[config.mk]
export PLATFORM = sky130hd
export DESIGN_NAME = opsum_noc_collector_flat
export DESIGN_NICKNAME = d
export VERILOG_FILES = /design/src/rtl/opsum_noc_collector_if.sv /design/src/rtl/opsum_noc_collector.sv /design/src/flat_wrapper.sv
export SDC_FILE = /design/constraint.sdc
export NUM_CORES = 1
export LEC_CHECK = 0
export CORE_AREA = 2 2 141 212
export DETAILED_ROUTE_END_ITERATION = 10
export DIE_AREA = 0 0 143 214
export GPL_TIMING_DRIVEN = 0
export PLACE_DENSITY_LB_ADDON = 0.1
export SLEW_MARGIN = 10
export SYNTH_ARGS = -nofsm -noshare
export SYNTH_HDL_FRONTEND = slang
export SYNTH_SLANG_ARGS = --single-unit
[constraint.sdc]
create_clock -name clk -period 16.3 [get_ports clk]
set_clock_uncertainty 0.15 [all_clocks]
set_input_delay 3.26 -clock clk [delete_from_list [all_inputs] [get_ports clk]]
set_output_delay 3.26 -clock clk [all_outputs]
set_load 0.02 [all_outputs]
[src/rtl/opsum_noc_collector_if.sv]
// GON FIFO read port plus GLB psum write port, as seen by the opsum collector.
// master = collector side, slave = FIFO/GLB side.
interface opsum_noc_collector_if #(
  parameter int FIFO_IN_WIDTH  = 64,
  parameter int FIFO_OUT_WIDTH = 16,
  parameter int ADDR_WIDTH     = 20
);
  logic                      gon_fifo_empty;
  logic                      re_from_gon_fifo;
  logic [FIFO_IN_WIDTH-1:0]  din;
  logic                      we_to_glb;
  logic [ADDR_WIDTH-1:0]     opsum_addr;
  logic [FIFO_OUT_WIDTH-1:0] dout;

  modport master (
    input  gon_fifo_empty, din,
    output re_from_gon_fifo, we_to_glb, opsum_addr, dout
  );
  modport slave (
    output gon_fifo_empty, din,
    input  re_from_gon_fifo, we_to_glb, opsum_addr, dout
  );
endinterface

[src/rtl/opsum_noc_collector.sv]
// Drains packed 64-bit psum words from the GON FIFO and writes them lane by lane
// into the GLB, walking a col/row/ch/img loop nest to form each 4-D address.
module opsum_noc_collector #(
  parameter int E_WIDTH        = 6,
  parameter int F_WIDTH        = 6,
  parameter int m_WIDTH        = 8,
  parameter int n_WIDTH        = 3,
  parameter int e_WIDTH        = 8,
  parameter int p_WIDTH        = 5,
  parameter int t_WIDTH        = 3,
  parameter int FIFO_IN_WIDTH  = 64,
  parameter int FIFO_OUT_WIDTH = 16,
  parameter int ADDR_WIDTH     = 20
) (
  input  logic               clk,
  input  logic               reset,
  input  logic               start,
  output logic               busy,
  output logic               done,
  input  logic [m_WIDTH-1:0] channel_base,
  input  logic [E_WIDTH-1:0] row_base,
  input  logic [E_WIDTH-1:0] E,
  input  logic [F_WIDTH-1:0] F,
  input  logic [m_WIDTH-1:0] m,
  input  logic [n_WIDTH-1:0] n,
  input  logic [e_WIDTH-1:0] e,
  input  logic [p_WIDTH-1:0] p,
  input  logic [t_WIDTH-1:0] t,
  opsum_noc_collector_if.master bus
);
  localparam int RATIO  = FIFO_IN_WIDTH / FIFO_OUT_WIDTH;
  localparam int LANE_W = $clog2(RATIO);
  localparam int CH_W   = p_WIDTH + t_WIDTH;

  typedef enum logic [2:0] {IDLE, FETCH, LOAD, WRITE, DONE} state_t;
  state_t state, state_nxt;

  logic [RATIO-1:0][FIFO_OUT_WIDTH-1:0] word_q;
  logic [LANE_W-1:0]  lane;
  logic [F_WIDTH-1:0] col;
  logic [e_WIDTH-1:0] row;
  logic [CH_W-1:0]    ch;
  logic [n_WIDTH-1:0] img;
  logic [CH_W-1:0]    pt;
  logic col_max, row_max, ch_max, img_max, last, zero_dim;
  logic [ADDR_WIDTH-1:0] a_ch, a_row, addr_calc;
  logic re_c, we_c;
  logic [ADDR_WIDTH-1:0]     addr_c;
  logic [FIFO_OUT_WIDTH-1:0] dout_c;

  assign pt       = CH_W'(p) * CH_W'(t);
  assign col_max  = (col == F - F_WIDTH'(1));
  assign row_max  = (row == e - e_WIDTH'(1));
  assign ch_max   = (ch  == pt - CH_W'(1));
  assign img_max  = (img == n - n_WIDTH'(1));
  assign last     = col_max & row_max & ch_max & img_max;
  assign zero_dim = (n == '0) | (p == '0) | (t == '0) | (e == '0) | (F == '0);

  // Address arithmetic is done at ADDR_WIDTH so overflow wraps, not saturates.
  assign a_ch      = ADDR_WIDTH'(img) * ADDR_WIDTH'(m) + ADDR_WIDTH'(channel_base) + ADDR_WIDTH'(ch);
  assign a_row     = a_ch * ADDR_WIDTH'(E) + ADDR_WIDTH'(row_base) + ADDR_WIDTH'(row);
  assign addr_calc = a_row * ADDR_WIDTH'(F) + ADDR_WIDTH'(col);

  always_ff @(posedge clk or posedge reset) begin
    if (reset) state <= IDLE;
    else       state <= state_nxt;
  end

  always_ff @(posedge clk or posedge reset) begin
    if (reset) begin
      word_q <= '0;
      lane   <= '0;
      col    <= '0;
      row    <= '0;
      ch     <= '0;
      img    <= '0;
    end else begin
      case (state)
        IDLE: begin
          col <= '0;
          row <= '0;
          ch  <= '0;
          img <= '0;
        end
        LOAD: begin
          word_q <= bus.din;
          lane   <= '0;
        end
        WRITE: begin
          lane <= lane + LANE_W'(1);
          if (!col_max) col <= col + F_WIDTH'(1);
          else begin
            col <= '0;
            if (!row_max) row <= row + e_WIDTH'(1);
            else begin
              row <= '0;
              if (!ch_max) ch <= ch + CH_W'(1);
              else begin
                ch  <= '0;
                img <= img + n_WIDTH'(1);
              end
            end
          end
        end
        default: ;
      endcase
    end
  end

  always_comb begin
    state_nxt = state;
    re_c      = 1'b0;
    we_c      = 1'b0;
    addr_c    = '0;
    dout_c    = '0;
    case (state)
      IDLE:  if (start) state_nxt = zero_dim ? DONE : FETCH;
      FETCH: begin
        re_c = ~bus.gon_fifo_empty;
        if (!bus.gon_fifo_empty) state_nxt = LOAD;
      end
      LOAD:  state_nxt = WRITE;
      WRITE: begin
        we_c   = 1'b1;
        addr_c = addr_calc;
        dout_c = word_q[lane];
        // Unused lanes of a partial final word are simply dropped.
        if (last)                            state_nxt = DONE;
        else if (lane == LANE_W'(RATIO - 1)) state_nxt = FETCH;
      end
      DONE:    state_nxt = IDLE;
      default: state_nxt = IDLE;
    endcase
  end

  assign busy                 = (state != IDLE);
  assign done                 = (state == DONE);
  assign bus.re_from_gon_fifo = re_c;
  assign bus.we_to_glb        = we_c;
  assign bus.opsum_addr       = addr_c;
  assign bus.dout             = dout_c;
endmodule
[src/flat_wrapper.sv]
// flat-port wrapper written by rule: the top's interface ports become plain ports
module opsum_noc_collector_flat 
#(
  parameter int E_WIDTH        = 6,
  parameter int F_WIDTH        = 6,
  parameter int m_WIDTH        = 8,
  parameter int n_WIDTH        = 3,
  parameter int e_WIDTH        = 8,
  parameter int p_WIDTH        = 5,
  parameter int t_WIDTH        = 3,
  parameter int FIFO_IN_WIDTH  = 64,
  parameter int FIFO_OUT_WIDTH = 16,
  parameter int ADDR_WIDTH     = 20
)
  (clk, reset, start, busy, done, channel_base, row_base, E, F, m, n, e, p, t, bus_gon_fifo_empty, bus_din, bus_re_from_gon_fifo, bus_we_to_glb, bus_opsum_addr, bus_dout);
  opsum_noc_collector_if #(.FIFO_IN_WIDTH(FIFO_IN_WIDTH), .FIFO_OUT_WIDTH(FIFO_OUT_WIDTH), .ADDR_WIDTH(ADDR_WIDTH)) bus_i ();
  input  logic clk;
  input  logic reset;
  input  logic start;
  output logic busy;
  output logic done;
  input  logic [m_WIDTH-1:0] channel_base;
  input  logic [E_WIDTH-1:0] row_base;
  input  logic [E_WIDTH-1:0] E;
  input  logic [F_WIDTH-1:0] F;
  input  logic [m_WIDTH-1:0] m;
  input  logic [n_WIDTH-1:0] n;
  input  logic [e_WIDTH-1:0] e;
  input  logic [p_WIDTH-1:0] p;
  input  logic [t_WIDTH-1:0] t;
  input wire logic [$bits(bus_i.gon_fifo_empty)-1:0] bus_gon_fifo_empty;
  input wire logic [$bits(bus_i.din)-1:0] bus_din;
  output wire logic [$bits(bus_i.re_from_gon_fifo)-1:0] bus_re_from_gon_fifo;
  output wire logic [$bits(bus_i.we_to_glb)-1:0] bus_we_to_glb;
  output wire logic [$bits(bus_i.opsum_addr)-1:0] bus_opsum_addr;
  output wire logic [$bits(bus_i.dout)-1:0] bus_dout;
  assign bus_i.gon_fifo_empty = bus_gon_fifo_empty;
  assign bus_i.din = bus_din;
  assign bus_re_from_gon_fifo = bus_i.re_from_gon_fifo;
  assign bus_we_to_glb = bus_i.we_to_glb;
  assign bus_opsum_addr = bus_i.opsum_addr;
  assign bus_dout = bus_i.dout;
  opsum_noc_collector #(.E_WIDTH(E_WIDTH), .F_WIDTH(F_WIDTH), .m_WIDTH(m_WIDTH), .n_WIDTH(n_WIDTH), .e_WIDTH(e_WIDTH), .p_WIDTH(p_WIDTH), .t_WIDTH(t_WIDTH), .FIFO_IN_WIDTH(FIFO_IN_WIDTH), .FIFO_OUT_WIDTH(FIFO_OUT_WIDTH), .ADDR_WIDTH(ADDR_WIDTH)) u_core (.clk(clk), .reset(reset), .start(start), .busy(busy), .done(done), .channel_base(channel_base), .row_base(row_base), .E(E), .F(F), .m(m), .n(n), .e(e), .p(p), .t(t), .bus(bus_i));
endmodule
Word level (Yosys, flattened, before mapping)
Index checks and enable logic that the tools add are counted.
{"block": "totals", "register_bits": 94, "output_inout_bits": 40, "wordCells": 91}
{"block": "classes", "n_reduce_logical": 13, "muxes": 26, "n_mul": 4, "n_bitwise": 8, "eq_ne": 15, "n_lt_le_gt_ge": 1, "addsub": 14}
{"operator": "adder 20 x 6 -> 20 bit", "n": 2}
{"operator": "adder 20 x 8 -> 20 bit", "n": 2}
{"operator": "multiplier 20 x 6 -> 20 bit", "n": 2}
{"operator": "two-way mux 8 bit", "n": 5}
{"operator": "binary-select mux 16 bit (select 2 bit)", "n": 1}
{"operator": "two-way mux 16 bit", "n": 2}
{"operator": "case mux 8 bit (2 select lines)", "n": 2}
{"operator": "two-way mux 3 bit", "n": 8}
{"operator": "two-way mux 20 bit", "n": 1}
{"operator": "adder 8 x 1 -> 8 bit, second input constant", "n": 2}
{"operator": "equality test 8 bit", "n": 2}
{"operator": "subtractor 8 x 1 -> 8 bit, second input constant", "n": 2}
{"operator": "adder 11 x 8 -> 12 bit", "n": 1}
{"operator": "case mux 3 bit (4 select lines)", "n": 1}
{"operator": "case mux 6 bit (2 select lines)", "n": 1}
{"operator": "multiplier 3 x 8 -> 11 bit", "n": 1}
{"operator": "logical NOT 3 bit", "n": 3}
{"operator": "logical NOT 8 bit", "n": 1}
{"operator": "multiplier 5 x 3 -> 8 bit", "n": 1}
{"operator": "adder 6 x 1 -> 6 bit, second input constant", "n": 1}
{"operator": "equality test 3 x 2 -> 1 bit, second input constant", "n": 2}
{"operator": "equality test 6 bit", "n": 1}
{"operator": "logical NOT 6 bit", "n": 1}
{"operator": "two-way mux 6 bit", "n": 1}
{"operator": "24 further kinds", "n": 35}

Depth between registers and ports, before layout
{"block": "depth", "depth_word": 9, "ltp_mapped": 48}

Least setup slack after synthesis
Ideal clock, no wire load.
{"block": "synth_path", "kind": "input to output", "start": "input m[2]", "end": "output bus_opsum_addr[19]", "required_ps": 12890, "path_stages": 41, "setup_slack_ps": -1082, "t_arrival_ps": 13972, "cell_sequence": "nand2_1 -> fa_1 -> inv_1 -> fa_1 -> fa_1 -> a21o_1 -> a21oi_1 -> xnor2_1 -> ha_1 -> a21o_1 -> o21ai_0 -> nand2b_1 -> a21oi_1 -> xnor2_1 -> and2_1 -> fa_1 -> fa_1 -> fa_1 -> [... 5 more ...] -> nand2_1 -> o21ai_0 -> o21bai_1 -> a21o_1 -> a21oi_1 -> xnor2_1 -> and2_1 -> fa_1 -> fa_1 -> inv_1 -> fa_1 -> inv_1 -> ha_1 -> ha_1 -> a21o_1 -> o41ai_1 -> xnor3_1 -> o211ai_1"}
{"block": "synth_via", "elab_chain_cells": 9}
{"element": "start: declaration", "line_no": "flat_wrapper.sv:26", "source": "input logic [m_WIDTH-1:0] m;"}
{"element": "multiplier 3 x 8 -> 11 bit", "line_no": "opsum_noc_collector.sv:60", "source": "assign a_ch = ADDR_WIDTH'(img) * ADDR_WIDTH'(m) + ADDR_WIDTH'(channel_base) + ADDR_WIDTH'(ch);"}
{"element": "adder 11 x 8 -> 12 bit", "line_no": "opsum_noc_collector.sv:60"}
{"element": "adder 20 x 8 -> 20 bit", "line_no": "opsum_noc_collector.sv:60"}
{"element": "multiplier 20 x 6 -> 20 bit", "line_no": "opsum_noc_collector.sv:61", "source": "assign a_row = a_ch * ADDR_WIDTH'(E) + ADDR_WIDTH'(row_base) + ADDR_WIDTH'(row);"}
{"element": "adder 20 x 6 -> 20 bit", "line_no": "opsum_noc_collector.sv:61"}
{"element": "adder 20 x 8 -> 20 bit", "line_no": "opsum_noc_collector.sv:61"}
{"element": "multiplier 20 x 6 -> 20 bit", "line_no": "opsum_noc_collector.sv:62", "source": "assign addr_calc = a_row * ADDR_WIDTH'(F) + ADDR_WIDTH'(col);"}
{"element": "adder 20 x 6 -> 20 bit", "line_no": "opsum_noc_collector.sv:62"}
{"element": "two-way mux 20 bit", "line_no": "opsum_noc_collector.sv:116", "source": "case (state)"}
{"element": "end: declaration", "line_no": "flat_wrapper.sv:35", "source": "output wire logic [$bits(bus_i.opsum_addr)-1:0] bus_opsum_addr;"}
No other way between the ends.

Final worst setup path
{"block": "layout_path", "start": "input m[5]", "end": "output bus_opsum_addr[19]"}
The elaborated chain is that of the path after synthesis.

==> results.cfg <==
[place]
place_inst = 1967
numPortBuffers = 158
place_area_sq_um = 15500
dpl.hpwl_um = 27100
gp_congestion = 0.819

[clock_tree]
clk_pin_slew_ps = 70
cts_root_buf = clkbuf_16
cts_buffers = 9
cts_buffer_depth = 2
cts_hold_buf = 0
cts_tree = built
htreeDepth = 3
clk_latency_ps = 350
clock-sinks = 94

[sta]
max_freq_mhz = 58.7
final_max_slew_viol_count = 0
finalHoldViolCount = 0
final_period_minus_worst_setup_slack_ps = 17030
max-slew-margin-rel = 0.199
tns_ps = -3790
setup-violations-final = 9
rsz0062_at_grt = yes
setup_slack_ps = -731
tightestPinTransition_ps = 1190
period_share = 1.04

[worst_hold_path]
hold_end = u_core.word_q[35]$_DFFE_PP0P_
min_path_type = register to register
worstHoldStart = u_core.word_q[35]$_DFFE_PP0P_
hold_depth = 1

[worst_setup_path]
path_max_fanout = 5
path_common_cell = fa_1
endpoint_kind = primary output
cpPeakStageDelay_ps = 530
cp.arrival_ps = 13620
required_ps = 12890
critPathLaunchType = primary input
rr_worst_depth = 10
reg2reg_from = u_core.state[2]$_DFFE_PP0P_
path_class = primary input to primary output
regToRegSetupSlack_ps = 12820
timing.rr.end = u_core.ch[2]$_DFFE_PP0P_
cpMaxStageDelayCell = fa_1

[synthesis]
synth-adder-area-share = 0.341
synthXorXnorAreaFrac = 0.0573
synth_flop_cell = dfrtp_1
synth_edf_count = 0
synth_warnings = 0
yosysTopAreaCellShare = 0.213
synth-compound-area-share = 0.0909
mappedNetlistArea_sq_um = 13100
synth_top_family_by_area = adder cells
yosys-top-cells-area = fa_1 21%, dfrtp_1 18%, ha_1 13%
synth_cell_types = 70
yosysSeqAreaShare = 0.180
muxShareOfSynthArea = 0.0859
synth_seq_cells = 94
syn_avg_cell_area_sq_um = 9.26
async_flop_share = 1.00
syn_inst = 1413
synth_area_leader_cell = fa_1
synth-simple-area-share = 0.173

[floorplanning]
die_x_um = 143
rows = 76
core_area_sq_um = 28600
io_pins = 161
die_h_um = 214
initial_core_util = 0.457
dieArea_sq_um = 30600

[detailed_routing]
drtIter0Drc = 418
num_vias = 10600
viasPerCell = 5.19
wl_per_cell_um = 16.5
drt_first_pass_iters = 6
routed_wl_um = 33900
drtAntennaViolNets = 0
drc_errors = 0

[finish]
drive_gt1_frac = 0.217
antenna_cells = 0
final_cells = 2050
area_delta_synth_final_pct = 32.3
design_area_sq_um = 17300
final_nets = 2049

[global_route]
grt_pass1_vias = 11300
grt.overflow.total = 0
grt_max_degree = 52
grt_use_total = 0.229
grt_pass1_wl_um = 56000
grt_antenna_before_repair = 0

[outcome]
violations = setup timing
status = finished, violations left

[flow_run]
max-cap-violations = 0
==> worst max-delay path: cells and delay by family <==
family / cells / cell delay (ps)
AO/OA/AOI/OAI: 7 / 1250
multiplexers: 1 / 170
XOR/XNOR: 8 / 1610
adder cells (fa/ha/maj): 13 / 5530
buffers and inverters: 10 / 1100
AND/OR/NAND/NOR: 6 / 690
==> how the worst max path moves through the flow <==
| stage | to | cells past startpoint | slack, ps | start |
|---|---|---|---|---|
| 6_report | bus_opsum_addr[19] | 45 | -730 | m[5] |
| 5_1_grt | bus_opsum_addr[19] | 45 | -1200 | m[0] |
| 4_1_cts | bus_opsum_addr[19] | 44 | -700 | m[4] |
| 3_5_place_dp | bus_opsum_addr[19] | 43 | -2440 | m[2] |
| 3_3_place_gp | bus_opsum_addr[19] | 44 | -2320 | m[2] |
| 2_1_floorplan | bus_opsum_addr[19] | 41 | -220 | m[2] |
==> final cells by class <==
| cell class | instances | area [sq um] |
|---|---|---|
| fill | 2515 | 11300 |
| multi-input combinational | 1078 | 11100 |
| sequential | 94 | 2350 |
| timing repair buffer | 228 | 2150 |
| inverter | 200 | 753 |
| tap | 390 | 488 |
| clock buffer | 10 | 239 |
| buffer | 44 | 174 |
| clock inverter | 6 | 63.8 |
==> registers in the layout (all words and copies together) (netlist names) <==
| signal | cells |
|---|---|
| u_core.img | 3 |
| u_core.lane | 2 |
| u_core.row | 8 |
| u_core.col | 6 |
| u_core.ch | 8 |
| u_core.state | 3 |
| u_core.word_q | 64 |
==> cell families after synthesis <==
kind of cell,Yosys count
compound gates,188
xor+xnor,84
fa+ha+maj,273
buf+inv,246
flops,94
mux,84
other cells,2
simple gates,442
==> Yosys cell counts (all sizes together), types with 3 or more instances <==
master and n:
a211oi 3, a31oi 8, o21a 4, xnor2 49, nand4 7, nand3b 3, buf 4, and2 116
mux2 66, nand2b 21, o21bai 8, or3 5, o21ai 52, o2111ai 5, a31o 3, fa 139
nand3 20, ha 134, inv 200, mux4 16, nor4 8, xor2 34, a21oi 55, dfrtp 94
clkbuf 42, and3 17, o31ai 3, nor2 58, nor2b 16, nor3 23, a21o 20, o211ai 5
nand2 137
==> what timing repair did <==
| action | in CTS | in global routing |
|---|---|---|
| resized for setup | 194 | 85 |
| endpoints found under the setup margin | 15 | 15 |
| setup buffers | 54 | 19 |
| pin swaps | 83 | 64 |
| endpoints found under the hold margin | 0 | 0 |
==> metal layers <==
metal / global-route usage / part of all wire / wire length, um / vias up
li1: - / - / - / 5131
met2: 0.441 / 0.56 / 19000 / 202
met3: 0.0246 / 0.031 / 1060 / 54
met5: 0 / 0 / 0 / -
met1: 0.262 / 0.38 / 13000 / 5243
met4: 0.0594 / 0.025 / 839 / 0
==> cells in the final DEF (no fill, tap or decap), types with 16 or more instances in the layout <==
| cell type | instances |
|---|---|
| inv_1 | 190 |
| fa_1 | 138 |
| clkdlybuf4s50_1 | 138 |
| nand2_1 | 127 |
| and2_1 | 106 |
| ha_1 | 96 |
| dfrtp_1 | 94 |
| mux2_2 | 66 |
| buf_4 | 64 |
| nor2_1 | 51 |
| clkbuf_1 | 41 |
| ha_4 | 37 |
| xnor2_1 | 36 |
| o21ai_0 | 33 |
| xor2_1 | 27 |
| a21oi_1 | 26 |
| nand2b_1 | 21 |
| nor3_1 | 21 |
| a21o_1 | 20 |
| a21oi_2 | 20 |
| nand3_1 | 18 |
| mux4_2 | 16 |
==> metrics by stage <==
step	worst slack (ps)	util	hold WS, ps
after floorplan	-222	-	315
after detailed placement	-2440	0.540	340
final	-731	0.605	354
after CTS	-704	0.590	358
after global routing	-1200	0.605	365
after global placement	-2320	0.539	335
Power is left out: the tool's default activity adds up to more than one toggle a clock period on the data nets, which glitch-free logic cannot reach.
